$ cat config.mk
export PLATFORM = sky130hd
export DESIGN_NAME = mips_multicycle
export DESIGN_NICKNAME = d
export VERILOG_FILES = /design/src/rtl/mips_pkg.sv /design/src/rtl/mips_mc_controller.sv /design/src/rtl/mips_multicycle.sv
export SDC_FILE = /design/constraint.sdc
export NUM_CORES = 2
export LEC_CHECK = 0
export ABC_CLOCK_PERIOD_IN_PS = 13540
export CAP_MARGIN = 10
export CORE_AREA = 2 2 319 321
export CTS_CLUSTER_DIAMETER = 50
export DETAILED_ROUTE_END_ITERATION = 10
export DIE_AREA = 0 0 321 323
export GPL_ROUTABILITY_DRIVEN = 1
export PLACE_DENSITY = 0.81
export SLEW_MARGIN = 20
export SYNTH_ARGS = -nofsm -noshare
export SYNTH_HDL_FRONTEND = slang
export SYNTH_SLANG_ARGS = --single-unit
export TNS_END_PERCENT = 1
$ cat constraint.sdc
create_clock -name clock -period 13.54 [get_ports clock]
set_input_delay 2.708 -clock clock [delete_from_list [all_inputs] [get_ports clock]]
set_output_delay 2.708 -clock clock [all_outputs]
set_load 0.02 [all_outputs]
$ cat src/rtl/mips_pkg.sv
// Shared definitions for the multicycle MIPS core: encodings, ALU operations,
// FSM states, datapath select codes and the ALU/funct helper functions.
package mips_pkg;

  localparam logic [5:0] OP_RTYPE = 6'h00;
  localparam logic [5:0] OP_LW    = 6'h23;
  localparam logic [5:0] OP_SW    = 6'h2B;
  localparam logic [5:0] OP_BEQ   = 6'h04;
  localparam logic [5:0] OP_ADDI  = 6'h08;
  localparam logic [5:0] OP_J     = 6'h02;

  localparam logic [5:0] FN_ADD = 6'h20;
  localparam logic [5:0] FN_SUB = 6'h22;
  localparam logic [5:0] FN_AND = 6'h24;
  localparam logic [5:0] FN_OR  = 6'h25;
  localparam logic [5:0] FN_SLT = 6'h2A;

  typedef enum logic [2:0] {
    ALU_ADD, ALU_SUB, ALU_AND, ALU_OR, ALU_SLT
  } alu_op_t;

  typedef enum logic [3:0] {
    S_FETCH, S_DECODE, S_MEM_ADDR, S_MEM_READ, S_MEM_WB, S_MEM_WRITE,
    S_EXECUTE, S_ALU_WB, S_ADDI_EXEC, S_ADDI_WB, S_BRANCH, S_JUMP, S_HALT
  } state_t;

  typedef enum logic [1:0] {
    PC_SEL_INC, PC_SEL_ALUOUT, PC_SEL_JUMP
  } pc_sel_t;

  typedef enum logic [1:0] {
    SRCB_B, SRCB_IMM, SRCB_IMM_SH2
  } srcb_sel_t;

  function automatic logic funct_legal(input logic [5:0] funct);
    logic ok;
    case (funct)
      FN_ADD, FN_SUB, FN_AND, FN_OR, FN_SLT: ok = 1'b1;
      default:                               ok = 1'b0;
    endcase
    return ok;
  endfunction

  function automatic alu_op_t funct_to_alu(input logic [5:0] funct);
    alu_op_t op;
    case (funct)
      FN_SUB:  op = ALU_SUB;
      FN_AND:  op = ALU_AND;
      FN_OR:   op = ALU_OR;
      FN_SLT:  op = ALU_SLT;
      default: op = ALU_ADD;
    endcase
    return op;
  endfunction

  function automatic logic [31:0] alu_eval(input alu_op_t op, input logic [31:0] a,
                                           input logic [31:0] b);
    logic [31:0] r;
    case (op)
      ALU_ADD: r = a + b;
      ALU_SUB: r = a - b;
      ALU_AND: r = a & b;
      ALU_OR:  r = a | b;
      ALU_SLT: r = {31'd0, ($signed(a) < $signed(b))};
      default: r = a + b;
    endcase
    return r;
  endfunction

endpackage

$ cat src/rtl/mips_mc_controller.sv
// Multicycle controller: per-instruction state sequencing, decode, and the
// enables/selects that steer the datapath and the unified memory port.
module mips_mc_controller
  import mips_pkg::*;
(
  input  logic      clock,
  input  logic      reset,
  input  logic [5:0] opcode,
  input  logic [5:0] funct,
  input  logic      mem_ready,
  input  logic      a_eq_b,
  output logic      ir_we,
  output logic      pc_we,
  output pc_sel_t   pc_sel,
  output logic      ab_we,
  output logic      aluout_we,
  output logic      srca_pc,
  output srcb_sel_t srcb_sel,
  output alu_op_t   alu_op,
  output logic      mdr_we,
  output logic      rf_we,
  output logic      rf_dst_rd,
  output logic      rf_src_mdr,
  output logic      addr_aluout,
  output logic      mem_req,
  output logic      mem_we,
  output logic      retire,
  output logic      halted
);

  state_t state_q, state_d;
  logic   req_s, we_s, retire_s, halt_s;

  // State register
  always_ff @(posedge clock) begin
    if (reset) begin
      state_q <= S_FETCH;
    end else begin
      state_q <= state_d;
    end
  end

  // Next-state and control decode
  always_comb begin
    state_d     = state_q;
    ir_we       = 1'b0;
    pc_we       = 1'b0;
    pc_sel      = PC_SEL_INC;
    ab_we       = 1'b0;
    aluout_we   = 1'b0;
    srca_pc     = 1'b0;
    srcb_sel    = SRCB_B;
    alu_op      = ALU_ADD;
    mdr_we      = 1'b0;
    rf_we       = 1'b0;
    rf_dst_rd   = 1'b0;
    rf_src_mdr  = 1'b0;
    addr_aluout = 1'b0;
    req_s       = 1'b0;
    we_s        = 1'b0;
    retire_s    = 1'b0;
    halt_s      = 1'b0;
    case (state_q)
      S_FETCH: begin
        req_s = 1'b1;
        if (mem_ready) begin
          ir_we   = 1'b1;
          pc_we   = 1'b1;
          state_d = S_DECODE;
        end else begin
          state_d = S_FETCH;
        end
      end
      S_DECODE: begin
        // Branch target is formed speculatively from the already-incremented PC.
        ab_we     = 1'b1;
        aluout_we = 1'b1;
        srca_pc   = 1'b1;
        srcb_sel  = SRCB_IMM_SH2;
        case (opcode)
          OP_LW, OP_SW: state_d = S_MEM_ADDR;
          OP_RTYPE: begin
            if (funct_legal(funct)) begin
              state_d = S_EXECUTE;
            end else begin
              state_d = S_HALT;
            end
          end
          OP_BEQ:  state_d = S_BRANCH;
          OP_ADDI: state_d = S_ADDI_EXEC;
          OP_J:    state_d = S_JUMP;
          default: state_d = S_HALT;
        endcase
      end
      S_MEM_ADDR: begin
        aluout_we = 1'b1;
        srcb_sel  = SRCB_IMM;
        if (opcode == OP_SW) begin
          state_d = S_MEM_WRITE;
        end else begin
          state_d = S_MEM_READ;
        end
      end
      S_MEM_READ: begin
        req_s       = 1'b1;
        addr_aluout = 1'b1;
        if (mem_ready) begin
          mdr_we  = 1'b1;
          state_d = S_MEM_WB;
        end else begin
          state_d = S_MEM_READ;
        end
      end
      S_MEM_WB: begin
        rf_we      = 1'b1;
        rf_src_mdr = 1'b1;
        retire_s   = 1'b1;
        state_d    = S_FETCH;
      end
      S_MEM_WRITE: begin
        req_s       = 1'b1;
        we_s        = 1'b1;
        addr_aluout = 1'b1;
        if (mem_ready) begin
          retire_s = 1'b1;
          state_d  = S_FETCH;
        end else begin
          state_d = S_MEM_WRITE;
        end
      end
      S_EXECUTE: begin
        aluout_we = 1'b1;
        alu_op    = funct_to_alu(funct);
        state_d   = S_ALU_WB;
      end
      S_ALU_WB: begin
        rf_we     = 1'b1;
        rf_dst_rd = 1'b1;
        retire_s  = 1'b1;
        state_d   = S_FETCH;
      end
      S_ADDI_EXEC: begin
        aluout_we = 1'b1;
        srcb_sel  = SRCB_IMM;
        state_d   = S_ADDI_WB;
      end
      S_ADDI_WB: begin
        rf_we    = 1'b1;
        retire_s = 1'b1;
        state_d  = S_FETCH;
      end
      S_BRANCH: begin
        if (a_eq_b) begin
          pc_we  = 1'b1;
          pc_sel = PC_SEL_ALUOUT;
        end else begin
          pc_we  = 1'b0;
        end
        retire_s = 1'b1;
        state_d  = S_FETCH;
      end
      S_JUMP: begin
        pc_we    = 1'b1;
        pc_sel   = PC_SEL_JUMP;
        retire_s = 1'b1;
        state_d  = S_FETCH;
      end
      S_HALT: begin
        halt_s  = 1'b1;
        state_d = S_HALT;
      end
      default: state_d = S_FETCH;
    endcase
  end

  // Reset abandons the current instruction, so no strobe may escape meanwhile.
  assign mem_req = req_s & ~reset;
  assign mem_we  = we_s & ~reset;
  assign retire  = retire_s & ~reset;
  assign halted  = halt_s & ~reset;

endmodule

$ cat src/rtl/mips_multicycle.sv
// Multicycle MIPS-32 processor top: datapath registers, register file and ALU,
// sequenced by mips_mc_controller over a single request/ready memory port.
module mips_multicycle
  import mips_pkg::*;
#(
  parameter logic [31:0] RESET_PC  = 32'h0000_0000,
  parameter int          REG_COUNT = 32
) (
  input  logic        clock,
  input  logic        reset,
  output logic        mem_req,
  output logic        mem_we,
  output logic [31:0] mem_addr,
  output logic [31:0] mem_wdata,
  input  logic [31:0] mem_rdata,
  input  logic        mem_ready,
  output logic        retire,
  output logic        halted,
  output logic [31:0] pc
);

  localparam int         IDX_W     = $clog2(REG_COUNT);
  localparam logic [5:0] REG_LIMIT = 6'(REG_COUNT);

  logic [31:0] pc_q, pc_d, ir_q, ir_d, a_q, a_d, b_q, b_d;
  logic [31:0] aluout_q, aluout_d, mdr_q, mdr_d;
  logic [31:0] rf_q [REG_COUNT];
  logic [31:0] rf_d [REG_COUNT];

  logic        ir_we_s, pc_we_s, ab_we_s, aluout_we_s, srca_pc_s, mdr_we_s;
  logic        rf_we_s, rf_dst_rd_s, rf_src_mdr_s, addr_aluout_s;
  pc_sel_t     pc_sel_s;
  srcb_sel_t   srcb_sel_s;
  alu_op_t     alu_op_s;

  logic [4:0]  rs_s, rt_s, rd_s, wa_s;
  logic [31:0] imm_s, rs_val_s, rt_val_s, srca_s, srcb_s, alu_res_s, wdata_s;

  assign rs_s  = ir_q[25:21];
  assign rt_s  = ir_q[20:16];
  assign rd_s  = ir_q[15:11];
  assign imm_s = {{16{ir_q[15]}}, ir_q[15:0]};

  mips_mc_controller u_ctrl (
    .clock       (clock),
    .reset       (reset),
    .opcode      (ir_q[31:26]),
    .funct       (ir_q[5:0]),
    .mem_ready   (mem_ready),
    .a_eq_b      (a_q == b_q),
    .ir_we       (ir_we_s),
    .pc_we       (pc_we_s),
    .pc_sel      (pc_sel_s),
    .ab_we       (ab_we_s),
    .aluout_we   (aluout_we_s),
    .srca_pc     (srca_pc_s),
    .srcb_sel    (srcb_sel_s),
    .alu_op      (alu_op_s),
    .mdr_we      (mdr_we_s),
    .rf_we       (rf_we_s),
    .rf_dst_rd   (rf_dst_rd_s),
    .rf_src_mdr  (rf_src_mdr_s),
    .addr_aluout (addr_aluout_s),
    .mem_req     (mem_req),
    .mem_we      (mem_we),
    .retire      (retire),
    .halted      (halted)
  );

  // Register-file reads; indices beyond the implemented file read as zero
  always_comb begin
    rs_val_s = 32'd0;
    rt_val_s = 32'd0;
    if ({1'b0, rs_s} < REG_LIMIT) begin
      rs_val_s = rf_q[rs_s[IDX_W-1:0]];
    end else begin
      rs_val_s = 32'd0;
    end
    if ({1'b0, rt_s} < REG_LIMIT) begin
      rt_val_s = rf_q[rt_s[IDX_W-1:0]];
    end else begin
      rt_val_s = 32'd0;
    end
  end

  // ALU operand selection and evaluation
  always_comb begin
    srca_s = srca_pc_s ? pc_q : a_q;
    case (srcb_sel_s)
      SRCB_B:       srcb_s = b_q;
      SRCB_IMM:     srcb_s = imm_s;
      SRCB_IMM_SH2: srcb_s = {imm_s[29:0], 2'b00};
      default:      srcb_s = b_q;
    endcase
    alu_res_s = alu_eval(alu_op_s, srca_s, srcb_s);
  end

  // Next values of the datapath holding registers
  always_comb begin
    pc_d     = pc_q;
    ir_d     = ir_q;
    a_d      = a_q;
    b_d      = b_q;
    aluout_d = aluout_q;
    mdr_d    = mdr_q;
    if (pc_we_s) begin
      case (pc_sel_s)
        PC_SEL_INC:    pc_d = pc_q + 32'd4;
        PC_SEL_ALUOUT: pc_d = aluout_q;
        PC_SEL_JUMP:   pc_d = {pc_q[31:28], ir_q[25:0], 2'b00};
        default:       pc_d = pc_q;
      endcase
    end else begin
      pc_d = pc_q;
    end
    if (ir_we_s) begin
      ir_d = mem_rdata;
    end else begin
      ir_d = ir_q;
    end
    if (ab_we_s) begin
      a_d = rs_val_s;
      b_d = rt_val_s;
    end else begin
      a_d = a_q;
      b_d = b_q;
    end
    if (aluout_we_s) begin
      aluout_d = alu_res_s;
    end else begin
      aluout_d = aluout_q;
    end
    if (mdr_we_s) begin
      mdr_d = mem_rdata;
    end else begin
      mdr_d = mdr_q;
    end
  end

  // Register-file write port; $0 and out-of-range indices discard writes
  always_comb begin
    rf_d    = rf_q;
    wa_s    = rf_dst_rd_s ? rd_s : rt_s;
    wdata_s = rf_src_mdr_s ? mdr_q : aluout_q;
    if (rf_we_s && (wa_s != 5'd0) && ({1'b0, wa_s} < REG_LIMIT)) begin
      rf_d[wa_s[IDX_W-1:0]] = wdata_s;
    end else begin
      rf_d = rf_q;
    end
  end

  // Datapath and register-file state
  always_ff @(posedge clock) begin
    if (reset) begin
      pc_q     <= RESET_PC;
      ir_q     <= 32'd0;
      a_q      <= 32'd0;
      b_q      <= 32'd0;
      aluout_q <= 32'd0;
      mdr_q    <= 32'd0;
      for (int i = 0; i < REG_COUNT; i++) begin
        rf_q[i] <= 32'd0;
      end
    end else begin
      pc_q     <= pc_d;
      ir_q     <= ir_d;
      a_q      <= a_d;
      b_q      <= b_d;
      aluout_q <= aluout_d;
      mdr_q    <= mdr_d;
      rf_q     <= rf_d;
    end
  end

  assign mem_addr  = addr_aluout_s ? aluout_q : pc_q;
  assign mem_wdata = b_q;
  assign pc        = pc_q;

endmodule

Word-level counts from Yosys, hierarchy flattened
Cells that the tools add are included.
{"block": "word_totals", "regBits": 1220, "latch_bits": 0, "mem_bits_rw": 0, "mem_bits_ro": 0, "in_bits": 35, "output_inout_bits": 100, "elab_cells": 154, "mem_count": 0}
{"block": "op_classes", "add_sub_neg": 3, "n_mul": 0, "div_mod_pow": 0, "magnitude_cmp": 5, "n_eq_ne": 31, "n_shift": 0, "n_mux": 46, "bitwise": 11, "n_reduce_logical": 18}
{"operator": "$bwmux W1024", "n": 1}
{"operator": "$bmux W32 S5", "n": 2}
{"operator": "$mux W32", "n": 8}
{"operator": "$demux W32 S5", "n": 1}
{"operator": "$pmux W32 S4", "n": 1}
{"operator": "$pmux W32 S3", "n": 1}
{"operator": "$pmux W32 S2", "n": 1}
{"operator": "$eq A6 B6 Y1 const B", "n": 7}
{"operator": "$add A32 B3 Y32 const B", "n": 1}
{"operator": "$add A32 B32 Y32", "n": 1}
{"operator": "$and A32 B32 Y32", "n": 1}
{"operator": "$eq A32 B32 Y1", "n": 1}
{"operator": "$lt A32 B32 Y1", "n": 1}
{"operator": "$or A32 B32 Y32", "n": 1}
{"operator": "$pmux W4 S8", "n": 1}
{"operator": "$sub A32 B32 Y32", "n": 1}
{"operator": "$eq A4 B4 Y1 const B", "n": 5}
{"operator": "$pmux W4 S5", "n": 1}
{"operator": "$ge A6 B6 Y1 const B", "n": 3}
{"operator": "$mux W1", "n": 18}
{"operator": "$not A5 Y6", "n": 3}
{"operator": "$eq A4 B3 Y1 const B", "n": 4}
{"operator": "$mux W3", "n": 4}
{"operator": "$pmux W3 S4", "n": 1}
{"operator": "other kinds (31)", "n": 45}

Longest topological paths before layout
{"block": "logic_depth", "ltp_word": 9, "mapped_depth": 24, "depth_no_buf": 19}

By module
From an unflattened synthesis, not the netlist that was laid out.
{"block": "hier_totals", "hier_cells": 6274, "area_unflattened_um2": 64319.2}
{"mod": "mips_multicycle", "n_inst": 1, "cells_per_inst": 6174, "area_each_um2": 63621.0, "seq_area_each_um2": 24343.3}
{"mod": "mips_mc_controller", "n_inst": 1, "cells_per_inst": 100, "area_each_um2": 698.2, "seq_area_each_um2": 80.1}

Least setup slack after synthesis
Ideal clock, no wire load.
{"block": "synth_path", "path_kind": "input to output", "start": "input port reset", "end": "output port retire", "t_arrival_ns": 3.974, "required_ns": 10.832, "slack_ns": 6.858, "path_stages": 4, "path_buffers": 3, "path_cell_list": "clkbuf_1 clkbuf_1 clkbuf_1 nor4_1"}
{"block": "synth_between", "elab_chain_cells": 2}
{"element": "start: declaration", "line_no": "mips_multicycle.sv:10", "rtl": "input logic reset,"}
{"element": "$not A1 Y1", "line_no": "mips_mc_controller.sv:179", "rtl": "assign retire = retire_s & ~reset;"}
{"element": "$and A1 B1 Y1", "line_no": "mips_mc_controller.sv:179"}
{"element": "end: declaration", "line_no": "mips_multicycle.sv:17", "rtl": "output logic retire,"}
No other way between the ends.

Final worst setup path
{"block": "layout_path", "start": "input port mem_ready", "end": "output port retire"}
{"block": "layout_between", "elab_chain_cells": 3}
{"element": "start: declaration", "line_no": "mips_multicycle.sv:16", "rtl": "input logic mem_ready,"}
{"element": "$mux W1", "line_no": "mips_mc_controller.sv:124", "rtl": "if (mem_ready) begin"}
{"element": "$pmux W1 S2", "line_no": "mips_mc_controller.sv:63", "rtl": "case (state_q)"}
{"element": "$and A1 B1 Y1", "line_no": "mips_mc_controller.sv:179"}
No other way between the ends.

==> results.tsv <==
stage	metric	value	unit
run_status	status	completed	
timing	fmax	139	MHz
floorplan	initial_utilization	64.1	%
finish	layout.area.seq	0.0245	mm^2
synthesis	yosys_warnings	0	
placement	dpl-instance-area	0.0660	mm^2
clock_network	clockRootBuffer	clkbuf_16	
timing	drv_slew	0	
synthesis	syn_inst	6421	
global_routing	antenna_found_initial	2	
clock_network	cts_sinks	1220	
clock_network	worstSkewPairLatency	770	ps
floorplan	die-height	323	um
setup_path	crit_chain	clkdlybuf4s50_1 > nor2b_1 > a21oi_1 > nor2_1 > nor4_1 > clkdlybuf4s50_1	
setup_path	crit_slowest_cell	clkdlybuf4s50_1	
finish	post-route-cell-area	0.0708	mm^2
detailed_routing	drt-pass1-iter-count	6	
synthesis	synth_edf_count	0	
setup_path	cp_common_cell	clkdlybuf4s50_1	
pwr	power_leakage	0.0217	uW
timing	whs	467	ps
synthesis	synth_top_area_cell	dfxtp_1	
global_routing	grt_max_degree	236	
finish	drive_above_1_share	18.4	%
global_routing	top_usage_layer	met2	
setup_path	end_kind	output pin	
finish	syn2layout_area_growth	9.63	%
placement	place_congestion	1.00	
synthesis	synthArstFlopShare	0	%
setup_path	worstPathArrival	4510	ps
setup_path	cp_data_required_time	10830	ps
clock_network	hold_buffers	0	
finish	layout.nets	6245	
synthesis	synth_top_area_share	37.8	%
floorplan	core-area	0.101	mm^2
detailed_routing	postRouteAntennaNets	0	
timing	min_period	7220	ps
detailed_routing	drt_iter0_markers	7844	
timing	hold_violations	0	
clock_network	cts_buffer_depth	3	
setup_path	cp-start-kind	primary input	
setup_path	crit_type	primary input to output pin	
pwr	p_per_area	182	mW/mm^2
global_routing	gr-total-overflow	0	
timing	tightestPinTransition	1200	ps
global_routing	first_global_vias	53400	
timing	fin_crit_sh	53.3	%
synthesis	syn_area	0.0646	mm^2
detailed_routing	num_vias	55200	
clock_network	post_cts_buffers	0	
synthesis	synth_cell_types	92	
detailed_routing	avgRoutedWirePerCell	28.3	um
clock_network	cts_resized	0	
detailed_routing	drt-total-wl	213	mm
synthesis	ys_ff_latch	1220	
timing	final.setup.tns	0	ps
finish	multi_input_area	0.0371	mm^2
placement	io_buffers	134	
timing	rsz0062_at_grt	no	
finish	fill_cells	6940	
floorplan	rows	117	
clock_network	htree_levels	4	
floorplan	fp.dieW	321	um
global_routing	grtUsageMet3	8.93	%
run	maxCapViolations	0	
detailed_routing	drc_errors	0	
floorplan	die_area	0.104	mm^2
synthesis	avgSynthCellArea	10.1	um^2
detailed_routing	viasPerCell	7.33	
setup_path	critPathMaxStageDelay	640	ps
synthesis	ys.flop_type	dfxtp_1	
clock_network	cts_tree	done	
synthesis	yosysSeqAreaShare	37.8	%
synthesis	synth.net_count	6560	
placement	dp_hpwl	123	mm
floorplan	ios	135	
clock_network	numCtsBuffers	134	
global_routing	grt_use_met1	52.7	%
timing	slew_headroom	19.7	%
timing	setup_viol	0	
pwr	ir_worst_vdd	0.000176	V
global_routing	grtUsageMet2	62.6	%
global_routing	grt_use_total	40.7	%
global_routing	grt_pass1_wl	323	mm
setup_path	crit_fanout	8	
synthesis	synth_area_leaders	dfxtp_1, mux4_2, a211oi_1	
timing	skew	31.9	ps
hold_path	hp-class	flip-flop to flip-flop	
clock_network	path_clk_slew	60	ps
==> final cells by class <==
type	instances	share of cell area [%]
multi-input cells	4380	52.4
flip-flops and latches	1220	34.5
clock buffers	181	5.38
repair buffers	257	3.46
well taps	1309	2.31
clock inverters	64	1.29
inverters	113	0.606
diodes	1	0.00353
==> power breakdown <==
part	leakage, uW	internal, uW	switching [uW]	total [uW]
clock	0.00232	2300	1610	3910
combinational	0.00950	1660	3150	4810
sequential	0.00985	3760	425	4180
==> cell usage in the layout (no fill, tap or decap), drive strengths merged, types with 27 or more instances in the layout <==
cell / count
a211oi: 1074
a21oi: 175
a22oi: 37
buf: 124
clkbuf: 181
clkdlybuf4s50: 133
dfxtp: 1220
ha: 102
inv: 132
mux2: 33
mux2i: 103
mux4: 640
nand2: 354
nand3: 35
nor2: 1254
nor2b: 54
nor3: 46
o21a: 27
o21ai: 110
xnor2: 41
==> metrics by stage <==
| stage | setup slack (ps) | cells | power [uW] | util [%] |
|---|---|---|---|---|
| final | 6320 | 7525 | 12900 | 70.3 |
| after floorplan | 6860 | 6421 | 7430 | - |
| after CTS | 6340 | 7521 | 12700 | 70.2 |
| after detailed placement | 6360 | 7276 | 8880 | 65.5 |
| after global routing | 6220 | 7524 | 13400 | 70.3 |
| after global placement | 6360 | 7274 | 8830 | 65.5 |
==> worst max-delay path, delay by kind of cell <==
family	cells	cell delay, ps
AND/OR/NAND/NOR	3	370
buffers and inverters	2	1270
AO/OA/AOI/OAI	1	160
==> metal layers <==
metal	routed length (um)	part of all wire, %	vias to the layer above
li1	-	-	23500
met1	76700	36	26800
met2	96100	45	4018
met3	26200	12	891
met4	14100	6.6	0
met5	0	0	-
==> synth_stat cells, types with 18 or more instances <==
library cell / number
a21oi_1: 172
a211oi_1: 1072
ha_1: 102
mux4_2: 640
nand2b_1: 18
o21ai_0: 101
o211ai_1: 18
xnor2_1: 41
mux2i_1: 103
nor2b_1: 54
o21a_1: 27
clkbuf_1: 497
a22oi_1: 37
nand2_1: 354
dfxtp_1: 1220
nor3_1: 44
nand3_1: 34
inv_1: 109
buf_1: 52
nor2_4: 23
a311oi_1: 18
buf_2: 153
nor2_1: 1221
mux2_2: 33
==> registers in the layout (all words and copies together) (netlist names) <==
name            count
rf_q             1024
a_q                32
aluout_q           32
ir_q               32
mdr_q              32
mem_wdata          32
pc                 32
u_ctrl.state_q      4
==> cells by family (layout without fill, tap and decap cells) <==
logic type | Yosys count | in the layout | share of synthesized area, %
flops | 1220 | 1220 | 37.8
mux | 776 | 776 | 24.5
compound gates | 1612 | 1612 | 18.1
fa+ha+maj | 105 | 105 | 2.05
buf+inv | 821 | 615 | 5.10
other cells | 0 | 1 | 0
xor+xnor | 47 | 47 | 0.637
simple gates | 1840 | 1840 | 11.8
==> final timing paths <==
| check | from | endpoint | slack (ps) | cells past startpoint |
|---|---|---|---|---|
| setup / recovery | mem_ready | retire | 6320 | 6 |
| hold / removal | mdr_q[16] | mdr_q[16] | 470 | 2 |
| setup reg to reg | u_ctrl.state_q[0] | aluout_q[0] | 6740 | 18 |
| hold reg to reg | mdr_q[16] | mdr_q[16] | 470 | 2 |
Power figures use the tool's default switching activity.
